File: src/rtl/countdown_pkg.sv
// Shared state encoding and cycle-count helpers for the countdown alert path.
package countdown_pkg;

    typedef enum logic [1:0] {
        IDLE      = 2'd0,
        CHIRP     = 2'd1,
        ALARM_ON  = 2'd2,
        ALARM_OFF = 2'd3
    } state_e;

    function automatic int clog2(input int n);
        int r;
        r = 0;
        for (int i = 0; i < 32; i++) begin
            if ((64'd1 << r) < 64'(n)) r = r + 1;
        end
        return r;
    endfunction

    function automatic int ms_to_cyc(input int clk_hz, input int ms);
        return clk_hz / 1000 * ms;
    endfunction

    function automatic int max2(input int a, input int b);
        return (a > b) ? a : b;
    endfunction

endpackage

File: src/rtl/expiry_alarm_tone_gen.sv
// Buzzer square-wave divider: starts high on restart, toggles every HALF cycles while enabled.
module tone_gen
    import countdown_pkg::*;
#(
    parameter int HALF = 5
) (
    input  logic clk,
    input  logic rst,
    input  logic en,
    input  logic restart,
    output logic tone
);

    localparam int TW = (clog2(HALF) < 1) ? 1 : clog2(HALF);

    logic [TW-1:0] cnt_q;
    logic          tone_q;

    always_ff @(posedge clk) begin
        if (rst || !en) begin
            cnt_q  <= '0;
            tone_q <= 1'b0;
        end else if (restart) begin
            cnt_q  <= '0;
            tone_q <= 1'b1;
        end else if (cnt_q == TW'(HALF - 1)) begin
            cnt_q  <= '0;
            tone_q <= ~tone_q;
        end else begin
            cnt_q  <= cnt_q + TW'(1);
        end
    end

    assign tone = tone_q;

endmodule

File: src/rtl/expiry_alarm.sv
// Alert stage: warning chirps near the end of a run and a patterned alarm on expiry.
module expiry_alarm
    import countdown_pkg::*;
#(
    parameter int CLK_HZ      = 10_000_000,
    parameter int TONE_HZ     = 2000,
    parameter int BEEP_MS     = 250,
    parameter int CHIRP_MS    = 50,
    parameter int ALARM_BEEPS = 5,
    parameter int WARN_SECS   = 3
) (
    input  logic       clk,
    input  logic       rst,
    input  logic [5:0] seconds,
    input  logic       running,
    input  logic       ack_p,
    output logic       buzzer,
    output logic       alarm_led,
    output logic       alarm_active
);

    localparam int HALF      = CLK_HZ / (2 * TONE_HZ);
    localparam int BEEP_CYC  = ms_to_cyc(CLK_HZ, BEEP_MS);
    localparam int CHIRP_CYC = ms_to_cyc(CLK_HZ, CHIRP_MS);
    localparam int TMR_MAX   = max2(BEEP_CYC, CHIRP_CYC);
    localparam int TMR_W     = (clog2(TMR_MAX) < 1) ? 1 : clog2(TMR_MAX);
    localparam int BCNT_W    = (clog2(ALARM_BEEPS + 1) < 1) ? 1 : clog2(ALARM_BEEPS + 1);

    state_e             state_q, state_d;
    logic [TMR_W-1:0]   timer_q, timer_d;
    logic [BCNT_W-1:0]  bcnt_q, bcnt_d;
    logic               running_q;
    logic [5:0]         seconds_q;
    logic               led_q, active_q;
    logic               phase_start;
    logic               expiry, warn, restart;
    logic               sounding_d;

    assign expiry  = running_q & ~running & (seconds == 6'd0);
    assign warn    = running & (seconds != seconds_q) &
                     (seconds >= 6'd1) & (seconds <= 6'(WARN_SECS));
    assign restart = running & ~running_q;

    always_ff @(posedge clk) begin
        if (rst) begin
            state_q   <= IDLE;
            timer_q   <= '0;
            bcnt_q    <= '0;
            running_q <= 1'b0;
            seconds_q <= '0;
            led_q     <= 1'b0;
            active_q  <= 1'b0;
        end else begin
            state_q   <= state_d;
            timer_q   <= timer_d;
            bcnt_q    <= bcnt_d;
            running_q <= running;
            seconds_q <= seconds;
            led_q     <= (state_d == ALARM_ON);
            active_q  <= (state_d == ALARM_ON) || (state_d == ALARM_OFF);
        end
    end

    // phase_start marks every (re)entry into a timed phase so the tone restarts with it.
    always_comb begin
        state_d     = state_q;
        timer_d     = timer_q + TMR_W'(1);
        bcnt_d      = bcnt_q;
        phase_start = 1'b0;
        if (expiry) begin
            state_d     = ALARM_ON;
            timer_d     = '0;
            bcnt_d      = BCNT_W'(1);
            phase_start = 1'b1;
        end else begin
            case (state_q)
                ALARM_ON, ALARM_OFF: begin
                    if (ack_p || restart) begin
                        state_d = IDLE;
                        timer_d = '0;
                        bcnt_d  = '0;
                    end else if (timer_q == TMR_W'(BEEP_CYC - 1)) begin
                        timer_d = '0;
                        if (state_q == ALARM_ON) begin
                            state_d = ALARM_OFF;
                        end else if (bcnt_q < BCNT_W'(ALARM_BEEPS)) begin
                            state_d     = ALARM_ON;
                            bcnt_d      = bcnt_q + BCNT_W'(1);
                            phase_start = 1'b1;
                        end else begin
                            state_d = IDLE;
                            bcnt_d  = '0;
                        end
                    end
                end
                default: begin
                    if (warn) begin
                        state_d     = CHIRP;
                        timer_d     = '0;
                        phase_start = 1'b1;
                    end else if (state_q == CHIRP && timer_q == TMR_W'(CHIRP_CYC - 1)) begin
                        state_d = IDLE;
                        timer_d = '0;
                    end else if (state_q == IDLE) begin
                        timer_d = '0;
                    end
                end
            endcase
        end
    end

    assign sounding_d = (state_d == CHIRP) || (state_d == ALARM_ON);

    tone_gen #(.HALF(HALF)) u_tone (
        .clk     (clk),
        .rst     (rst),
        .en      (sounding_d),
        .restart (phase_start),
        .tone    (buzzer)
    );

    assign alarm_led    = led_q;
    assign alarm_active = active_q;

endmodule

File: config.mk
export PLATFORM = sky130hd
export DESIGN_NAME = expiry_alarm
export DESIGN_NICKNAME = d
export VERILOG_FILES = /design/src/rtl/countdown_pkg.sv /design/src/rtl/expiry_alarm_tone_gen.sv /design/src/rtl/expiry_alarm.sv
export SDC_FILE = /design/constraint.sdc
export NUM_CORES = 1
export LEC_CHECK = 0
export ABC_AREA = 1
export CORE_ASPECT_RATIO = 1.4
export CORE_UTILIZATION = 42
export CTS_CLUSTER_DIAMETER = 120
export CTS_CLUSTER_SIZE = 8
export DETAILED_ROUTE_END_ITERATION = 10
export GPL_ROUTABILITY_DRIVEN = 0
export HOLD_SLACK_MARGIN = 0.06
export PLACE_DENSITY_LB_ADDON = 0.08
export RECOVER_POWER = 25
export SYNTH_ARGS = -nofsm -noshare
export SYNTH_HDL_FRONTEND = slang
export SYNTH_SLANG_ARGS = --single-unit
export TNS_END_PERCENT = 10
File: constraint.sdc
create_clock -name clk -period 3.6 [get_ports clk]
set_input_delay 0.36 -clock clk [delete_from_list [all_inputs] [get_ports clk]]
set_output_delay 0.36 -clock clk [all_outputs]
set_load 0.03 [all_outputs]
==> results.json, run 1 <==
{
  "status": "complete, no violations",
  "synthTopCellsByCount": "83 x nand2_1, 80 x nor2_1, 56 x inv_1",
  "crit_type": "reg -> reg",
  "fin_crit_sh_pct": 71.74,
  "io_pins": 13,
  "syn_area_sq_mm": 0.002721,
  "slew_headroom_pct": 63.09,
  "rr_worst_depth": 12,
  "syn_to_final_growth_pct": 8.322,
  "numCtsBuffers": 5,
  "yosys-top-cells-area": "dfxtp_1 36%, nand2_1 11%, nor2_1 11%",
  "grt_pass1_wl_um": 9556,
  "synth_top_area_cell": "dfxtp_1",
  "placed_cell_area_sq_mm": 0.002884,
  "finalCriticalPeriod_ns": 2.583,
  "synthCells": 398,
  "antenna_found_initial": 0,
  "async_flop_share_pct": 0,
  "cts_root_buffer": "clkbuf_8",
  "synth_edf_count": 0,
  "finalHoldViolCount": 0,
  "grt_overflow": 0,
  "die_h_um": 97.24,
  "cp_cell_sequence": "ha_1 > nand3_1 > nor2_1 > nand3_1 > nand2_1 > nand3_1 > nand3_1 > ha_1 > nor2_1 > nand2_1 > nand3b_2 > nor2_1",
  "muxShareOfSynthArea_pct": 0,
  "io_buffers": 12,
  "cp-end-kind": "flop",
  "crit_path_max_incr_delay_ns": 0.36,
  "synth_nets": 413,
  "max_freq_ghz": 0.3872,
  "synth_top_area_share_pct": 36.05,
  "yosysSeqAreaShare_pct": 36.05,
  "vias_per_cell": 4.798,
  "initial_core_util_pct": 43.52,
  "tritoncts": "done",
  "syn_area_per_cell_sq_um": 6.838,
  "final_cells": 485,
  "ys_seq_elements": 49,
  "first_global_vias": 2176,
  "grt_max_degree": 19,
  "yosysMostFrequentCell": "nand2_1",
  "n_antenna_cell": 0,
  "htreeDepth": 2,
  "die_x_um": 70.03,
  "post_cts_buffers": 0,
  "vdd_drop_max_mv": 0.2075,
  "synthFlopType": "dfxtp_1",
  "cts_resized": 0,
  "grtUsageTotal_pct": 17.32,
  "start_kind": "flop",
  "maxCapViolations": 0,
  "total_leakage_power_nw": 1.102,
  "firstDrtPassIters": 4,
  "clkLatencyLatePin_ns": 0.31,
  "setup_viol": 0,
  "hold_class": "reg -> reg",
  "power_density_mw_per_mm2": 313.0,
  "synth_compound_area_share_pct": 4.460,
  "tightestPinTransition_ns": 0.5536,
  "arrival_ns": 2.82,
  "drv_slew": 0,
  "synth_top_family_by_area": "simple AND/OR/NAND/NOR gates",
  "routed_wl_um": 5525,
  "rsz0062_at_grt": "false",
  "route.vias.total": 2327,
  "crit_path_max_fanout": 12,
  "cts_sinks": 49,
  "synthAdderAreaFrac_pct": 2.299,
  "crit_required_ns": 3.84,
  "hold_path_depth": 1,
  "synth-simple-area-share_pct": 40.97,
  "design_area_sq_mm": 0.002948,
  "dpl.hpwl_um": 4141,
  "crit_top_cell": "nand3_1",
  "rows": 34,
  "clockBufferDepth": 2,
  "clkTransAtPathRegs_ns": 0.09,
  "ctsHoldBuffers": 0,
  "fin_skew_ns": 0.01062,
  "dr.first_iter.drc_count": 151,
  "finalSetupTns_ns": 0,
  "drc_errors": 0,
  "cp_slowest_cell": "dfxtp_1",
  "dp.cells": 477,
  "core-area_sq_mm": 0.006254,
  "dieArea_sq_mm": 0.006810,
  "final_layout_size_suffix_gt1_share_pct": 8.475,
  "synth-xor-area-share_pct": 6.759,
  "nets": 427,
  "yosysWarnings": 0,
  "wl_per_cell_um": 11.39,
  "ys_types": 33,
  "ant_nets": 0
}
-- cell usage in the layout (no fill, tap or decap), drive strengths merged --
| cell type | netlist | layout |
|---|---|---|
| clkbuf | 1 | 6 |
| nor3b | 2 | 2 |
| xnor2 | 6 | 6 |
| xor2 | 15 | 15 |
| nand3 | 33 | 33 |
| dfxtp | 49 | 49 |
| inv | 56 | 56 |
| nor4 | 1 | 1 |
| a31oi | 1 | 1 |
| nor2 | 97 | 97 |
| a21oi | 11 | 11 |
| nand4 | 7 | 7 |
| nand3b | 2 | 2 |
| clkdlybuf4s50 | 0 | 9 |
| nor3 | 10 | 10 |
| ha | 5 | 5 |
| dlygate4sd3 | 0 | 3 |
| clkinvlp | 0 | 2 |
| o211ai | 1 | 1 |
| o21ai | 6 | 6 |
| or2 | 4 | 4 |
| nand2 | 87 | 87 |
-- power by group --
group,internal [mW],switching [mW],leakage (nW)
Sequential,0.546,0.00218,0.397
Combinational,0.0188,0.0250,0.668
Clock,0.137,0.193,0.0374
-- path summary, 6_finish.rpt --
check	start	to	slack, ns
max	timer_q[0]$_SDFF_PP0_	u_tone.cnt_q[3]$_SDFF_PP0_	1.02
min	timer_q[0]$_SDFF_PP0_	timer_q[0]$_SDFF_PP0_	0.45
max reg2reg	timer_q[0]$_SDFF_PP0_	u_tone.cnt_q[3]$_SDFF_PP0_	1.02
min reg2reg	timer_q[0]$_SDFF_PP0_	timer_q[0]$_SDFF_PP0_	0.45
-- routing by layer --
layer  vias up  track usage (%)  routed length [um]  part of all wire (%)
li1       1258                -                   -                     -
met1      1035            22.16                2625                    48
met2        29            29.14                2694                    49
met3         5            2.801                 127                   2.3
met4         0            6.154                  78                   1.4
met5         -                0                   0                     0
-- registers in the layout (all words and copies together) (netlist names) --
| register | cells |
|---|---|
| timer_q | 22 |
| bcnt_q | 3 |
| u_tone.cnt_q | 12 |
| u_tone.tone | 1 |
| alarm_active | 1 |
| seconds_q | 6 |
| running_q | 1 |
| alarm_led | 1 |
| state_q | 2 |
-- critical path, delay by kind of cell (launching register included) --
kind / cells / cell delay, ns
DFF: 1 / 0.36
and+or+nand+nor: 10 / 1.63
adders and majority gates: 2 / 0.52
-- stage by stage --
stage	util (%)	hold WS (ns)	worst slack (ns)	total power, mW
floorplan	-	0.4173	1.391	0.5897
detailed placement	46.12	0.4445	0.9470	0.6078
CTS	47.52	0.4585	1.008	0.9444
global placement	46.12	0.4304	0.9498	0.6069
finish	47.14	0.4544	1.017	0.9228
global route	47.14	0.4986	0.6671	0.9624
-- final cells by class --
type                       count  area, sq um
tap                           72        90.09
multi-input combinational    288         1459
sequential                    49        980.9
clock inverter                 2        15.01
inverter                      56        210.2
fill                         691         3306
clock buffer                   6        72.57
timing repair buffer          12        120.1
-- logic make-up after synthesis --
kind of cell	Yosys count
AND/OR/NAND/NOR	243
buffers and inverters	61
flip-flops	49
XOR/XNOR	21
AO/OA/AOI/OAI	19
adder cells (fa/ha/maj)	5
(Power assumes the default switching activity.)
==> inputs of run 2 (changes only) <==
==> constraint.sdc (replaced) <==
create_clock -name clk -period 2.7 [get_ports clk]
set_input_delay 0.27 -clock clk [delete_from_list [all_inputs] [get_ports clk]]
set_output_delay 0.27 -clock clk [all_outputs]
set_load 0.03 [all_outputs]
==> results.json, run 2 (synthesis gave the netlist of run 1 again) <==
{
  "route.vias.total": 2321,
  "crit_type": "reg -> reg",
  "dpl.hpwl_um": 4178,
  "grt_overflow": 0,
  "hold_class": "reg -> reg",
  "rows": 34,
  "finalHoldViolCount": 0,
  "vias_per_cell": 4.717,
  "firstDrtPassIters": 4,
  "fill_cells": 663,
  "antenna_found_initial": 0,
  "tritoncts": "done",
  "crit_path_max_fanout": 12,
  "top_regs": "timer_q x22, u_tone.cnt_q x12, seconds_q x6",
  "arrival_ns": 2.67,
  "grt_max_degree": 19,
  "grt_pass1_wl_um": 9791,
  "cts_sinks": 49,
  "core-area_sq_mm": 0.006254,
  "finalSetupTns_ns": 0,
  "ant_nets": 0,
  "dp.cells": 484,
  "tightestPinTransition_ns": 0.5861,
  "fin_skew_ns": 0.01008,
  "die_h_um": 97.24,
  "final_cells": 492,
  "final_common_cell": "nand2_1",
  "numCtsBuffers": 5,
  "cts_root_buffer": "clkbuf_8",
  "clockBufferDepth": 2,
  "final_util_pct": 48.88,
  "vdd_drop_max_mv": 0.2956,
  "total_leakage_power_nw": 1.171,
  "io_buffers": 12,
  "rsz0062_at_grt": "false",
  "post_cts_buffers": 0,
  "initial_core_util_pct": 43.52,
  "nets": 434,
  "clkLatencyLatePin_ns": 0.30,
  "regMostFlops": "timer_q",
  "finalCriticalPeriod_ns": 2.436,
  "layout_common_cells": "83 x nand2_1, 82 x nor2_1, 56 x inv_1, 49 x dfxtp_1, 31 x nand3_1",
  "largest_register_ffs": 22,
  "io_pins": 13,
  "start_kind": "flop",
  "routed_wl_um": 5447,
  "drv_slew": 0,
  "syn_to_final_growth_pct": 12.32,
  "final_layout_size_suffix_gt1_share_pct": 10.24,
  "whs_ns": 0.4558,
  "grtUsageTotal_pct": 17.61,
  "first_global_vias": 2263,
  "power_density_mw_per_mm2": 441.2,
  "maxCapViolations": 0,
  "drc_errors": 0,
  "slew_headroom_pct": 60.93,
  "crit_required_ns": 2.93,
  "fin_crit_sh_pct": 90.22,
  "p_total_mw": 1.349,
  "dr.first_iter.drc_count": 79,
  "wl_per_cell_um": 11.07,
  "n_antenna_cell": 0,
  "setup_viol": 0,
  "cp-end-kind": "flop",
  "status": "complete, no violations",
  "die_x_um": 70.03,
  "dieArea_sq_mm": 0.006810,
  "clkTransAtPathRegs_ns": 0.09,
  "htreeDepth": 2,
  "max_freq_ghz": 0.4105
}
## run 2: changes by cell type in the layout (fill, tap and decap cells not counted), sizes merged
cell           delta
bufinv            +1
clkinvlp          -1
clkbuf            +1
buf               +6
clkdlybuf4s50     -1
dlygate4sd3       +1
## run 2: worst max-delay path, cell delays in order (launching register included)
cell      delay (ns)
dfxtp_1         0.36
ha_1            0.28
nand3_1         0.17
nor2_1          0.16
nand3_2         0.14
o211ai_1        0.26
nand2_1         0.12
ha_1            0.28
nor2_1          0.12
nand2_1         0.08
nand3b_4        0.23
nor2_1          0.15
## run 2: worst paths after layout
kind	cells past startpoint	slack, ns	from	endpoint
max	11	0.26	timer_q[0]$_SDFF_PP0_	u_tone.cnt_q[7]$_SDFF_PP0_
min reg2reg	1	0.46	timer_q[0]$_SDFF_PP0_	timer_q[0]$_SDFF_PP0_
min	1	0.46	timer_q[0]$_SDFF_PP0_	timer_q[0]$_SDFF_PP0_
max reg2reg	11	0.26	timer_q[0]$_SDFF_PP0_	u_tone.cnt_q[7]$_SDFF_PP0_
## run 2: layout make-up
type | instances | area (sq um) | share of cell area (%)
clock buffers | 6 | 82.58 | 2.702
clock inverters | 2 | 37.54 | 1.228
inverters | 56 | 210.2 | 6.877
multi-input cells | 288 | 1486 | 48.63
flip-flops and latches | 49 | 980.9 | 32.09
well taps | 72 | 90.09 | 2.947
repair buffers | 19 | 168.9 | 5.526
## run 2: routing by layer
layer  vias up  GRT usage (%)  share of wire, %
met5         -              0                 0
met4         0          5.538               1.3
met3         6          2.905               2.1
met2        23          30.10                47
met1      1019          22.36                49
li1       1273              -                 -
## run 2: what timing repair did
action / 4_1_cts / 5_1_grt
hold buffers: 0 / 0
resized for setup: 0 / 1
endpoints found under the setup margin: 0 / 12
endpoints found under the hold margin: 0 / 0
## run 2: power by group
part | switching [mW] | total (mW) | internal [mW]
Clock | 0.255 | 0.556 | 0.301
Combinational | 0.0341 | 0.0609 | 0.0268
Sequential | 0.00299 | 0.732 | 0.729
Total | 0.292 | 1.35 | 1.06
## run 2: stage by stage
| stage | worst slack [ns] | area [sq um] |
|---|---|---|
| 2_1_floorplan | 0.4914 | 2721 |
| 3_3_place_gp | 0.2064 | 2937 |
| 3_5_place_dp | 0.1683 | 2937 |
| 4_1_cts | 0.1366 | 3057 |
| 5_1_grt | 0.03118 | 3057 |
| 6_report | 0.2641 | 3057 |
==> inputs of run 3 (changes only) <==
--- a/config.mk
+++ b/config.mk
@@ -7,6 +7,7 @@
 export LEC_CHECK = 0
 export ABC_AREA = 1
 export CORE_ASPECT_RATIO = 1.4
+export CORE_MARGIN = 2
 export CORE_UTILIZATION = 42
 export CTS_CLUSTER_DIAMETER = 120
 export CTS_CLUSTER_SIZE = 8
==> results.json, run 3 (synthesis gave the netlist of run 1 again) <==
{
  "n_antenna_cell": 0,
  "crit_top_cell": "nor2_1",
  "tritoncts": "done",
  "cp_slowest_cell": "dfxtp_1",
  "design_area_sq_mm": 0.003048,
  "setup_viol": 0,
  "clkTransAtPathRegs_ns": 0.09,
  "fin_skew_ns": 0.01259,
  "antenna_found_initial": 0,
  "final_layout_size_suffix_gt1_share_pct": 10.90,
  "drc_errors": 0,
  "arrival_ns": 2.57,
  "cp-end-kind": "flop",
  "initial_core_util_pct": 43.52,
  "dpl.hpwl_um": 4253,
  "syn_to_final_growth_pct": 12.00,
  "dr.first_iter.drc_count": 115,
  "cts_resized": 0,
  "placed_cell_area_sq_mm": 0.002952,
  "firstDrtPassIters": 4,
  "drv_slew": 0,
  "clockPowerShare_pct": 36.7,
  "cts_root_buffer": "clkbuf_8",
  "top_regs": "timer_q x22, u_tone.cnt_q x12, seconds_q x6",
  "grt_overflow": 0,
  "start_kind": "flop",
  "swShare_pct": 24.71,
  "vdd_drop_max_mv": 0.3023,
  "route.vias.total": 2367,
  "hold_class": "reg -> reg",
  "power_density_mw_per_mm2": 410.8,
  "grt_max_degree": 19,
  "die_h_um": 99.24,
  "ant_nets": 0,
  "crit_path_max_fanout": 12,
  "crit_path_max_incr_delay_ns": 0.36,
  "crit_type": "reg -> reg",
  "io_buffers": 12,
  "post_cts_buffers": 0,
  "tightestPinTransition_ns": 0.6166,
  "pre_cts_slack_ns": 0.2089,
  "fin_crit_sh_pct": 86.23,
  "setup_ws_ns": 0.3717,
  "routed_wl_um": 5525,
  "total_leakage_power_nw": 1.167,
  "finalHoldViolCount": 0,
  "vias_per_cell": 4.791,
  "finalSetupTns_ns": 0,
  "slew_headroom_pct": 58.89,
  "p_comb_share_pct": 4.9,
  "nets": 436,
  "p_switching_mw": 0.3094,
  "grt_pass1_wl_um": 10060,
  "maxCapViolations": 0,
  "core-area_sq_mm": 0.006254,
  "final_common_cell": "nand2_1",
  "clockBufferDepth": 2,
  "dieArea_sq_mm": 0.007148,
  "power_frac_seq_pct": 58.4,
  "layout_common_cells": "83 x nand2_1, 81 x nor2_1, 56 x inv_1, 49 x dfxtp_1, 31 x nand3_1",
  "wl_per_cell_um": 11.18,
  "rows": 34,
  "crit_required_ns": 2.94,
  "regMostFlops": "timer_q",
  "first_global_vias": 2336,
  "die_x_um": 72.03,
  "status": "complete, no violations",
  "numCtsBuffers": 5,
  "grtUsageTotal_pct": 17.50,
  "max_freq_ghz": 0.4295,
  "cts_sinks": 49,
  "cp_cell_sequence": "ha_1 > nand3_1 > nor2_1 > nand3_2 > o211ai_1 > nand2_1 > ha_1 > nor2_1 > nand2_1 > nand3b_4 > nor2_1",
  "clkLatencyLatePin_ns": 0.31,
  "ctsHoldBuffers": 0,
  "largest_register_ffs": 22,
  "io_pins": 13,
  "fill_cells": 699,
  "finalCriticalPeriod_ns": 2.328,
  "rsz0062_at_grt": "false",
  "internal-power_mw": 0.9428,
  "htreeDepth": 2
}
run 3: cell types whose count changed in the layout (fill, tap and decap cells not counted):
| cell | delta |
|---|---|
| inv_6 | +1 |
| clkinv_4 | +1 |
| bufinv_16 | -1 |
| nor2_1 | -1 |
| buf_4 | +2 |
| nor2_2 | +1 |
| clkbuf_8 | -1 |
run 3: worst paths after layout:
path | start | to | slack [ns] | cells past startpoint
max | timer_q[0]$_SDFF_PP0_ | u_tone.cnt_q[3]$_SDFF_PP0_ | 0.37 | 11
max reg2reg | timer_q[0]$_SDFF_PP0_ | u_tone.cnt_q[3]$_SDFF_PP0_ | 0.37 | 11
min | timer_q[0]$_SDFF_PP0_ | timer_q[0]$_SDFF_PP0_ | 0.45 | 1
min reg2reg | timer_q[0]$_SDFF_PP0_ | timer_q[0]$_SDFF_PP0_ | 0.45 | 1
run 3: worst max-delay path, delay by kind of cell (launching register included):
kind / cells / cell delay (ns)
AOI/OAI and AO/OA: 1 / 0.28
and+or+nand+nor: 8 / 1.17
DFF: 1 / 0.36
adders and majority gates: 2 / 0.46
run 3: power groups by stage:
stage	registers, mW	clock network (mW)	logic, mW
floorplan	0.748	0	0.0382
global placement	0.748	0	0.0622
detailed placement	0.748	0	0.0625
CTS	0.732	0.479	0.0629
global route	0.733	0.514	0.0700
finish	0.732	0.460	0.0610
run 3: per-layer routing:
layer | vias up | track usage [%] | wire, um
met1 | 1063 | 22.46 | 2622
met3 | 5 | 2.938 | 154
met4 | 0 | 5.370 | 78
met5 | - | 0 | 0
met2 | 24 | 29.77 | 2670
li1 | 1275 | - | -
run 3: layout make-up:
| class | count | area, sq um | share of cell area [%] |
|---|---|---|---|
| clock buffer | 5 | 68.82 | 2.258 |
| clock inverter | 3 | 25.02 | 0.8210 |
| inverter | 56 | 210.2 | 6.897 |
| multi-input combinational | 288 | 1489 | 48.85 |
| sequential | 49 | 980.9 | 32.18 |
| tap | 72 | 90.09 | 2.956 |
| timing repair buffer | 21 | 183.9 | 6.034 |
run 3: metrics by stage:
step / hold slack [ns] / instances / power [mW] / utilization [%]
2_1_floorplan: 0.3391 / 398 / 0.7862 / -
3_5_place_dp: 0.4369 / 486 / 0.8109 / 47.20
6_report: 0.4527 / 494 / 1.252 / 48.74
3_3_place_gp: 0.4311 / 486 / 0.8106 / 47.20
5_1_grt: 0.4896 / 494 / 1.317 / 48.74
4_1_cts: 0.4585 / 494 / 1.273 / 48.70
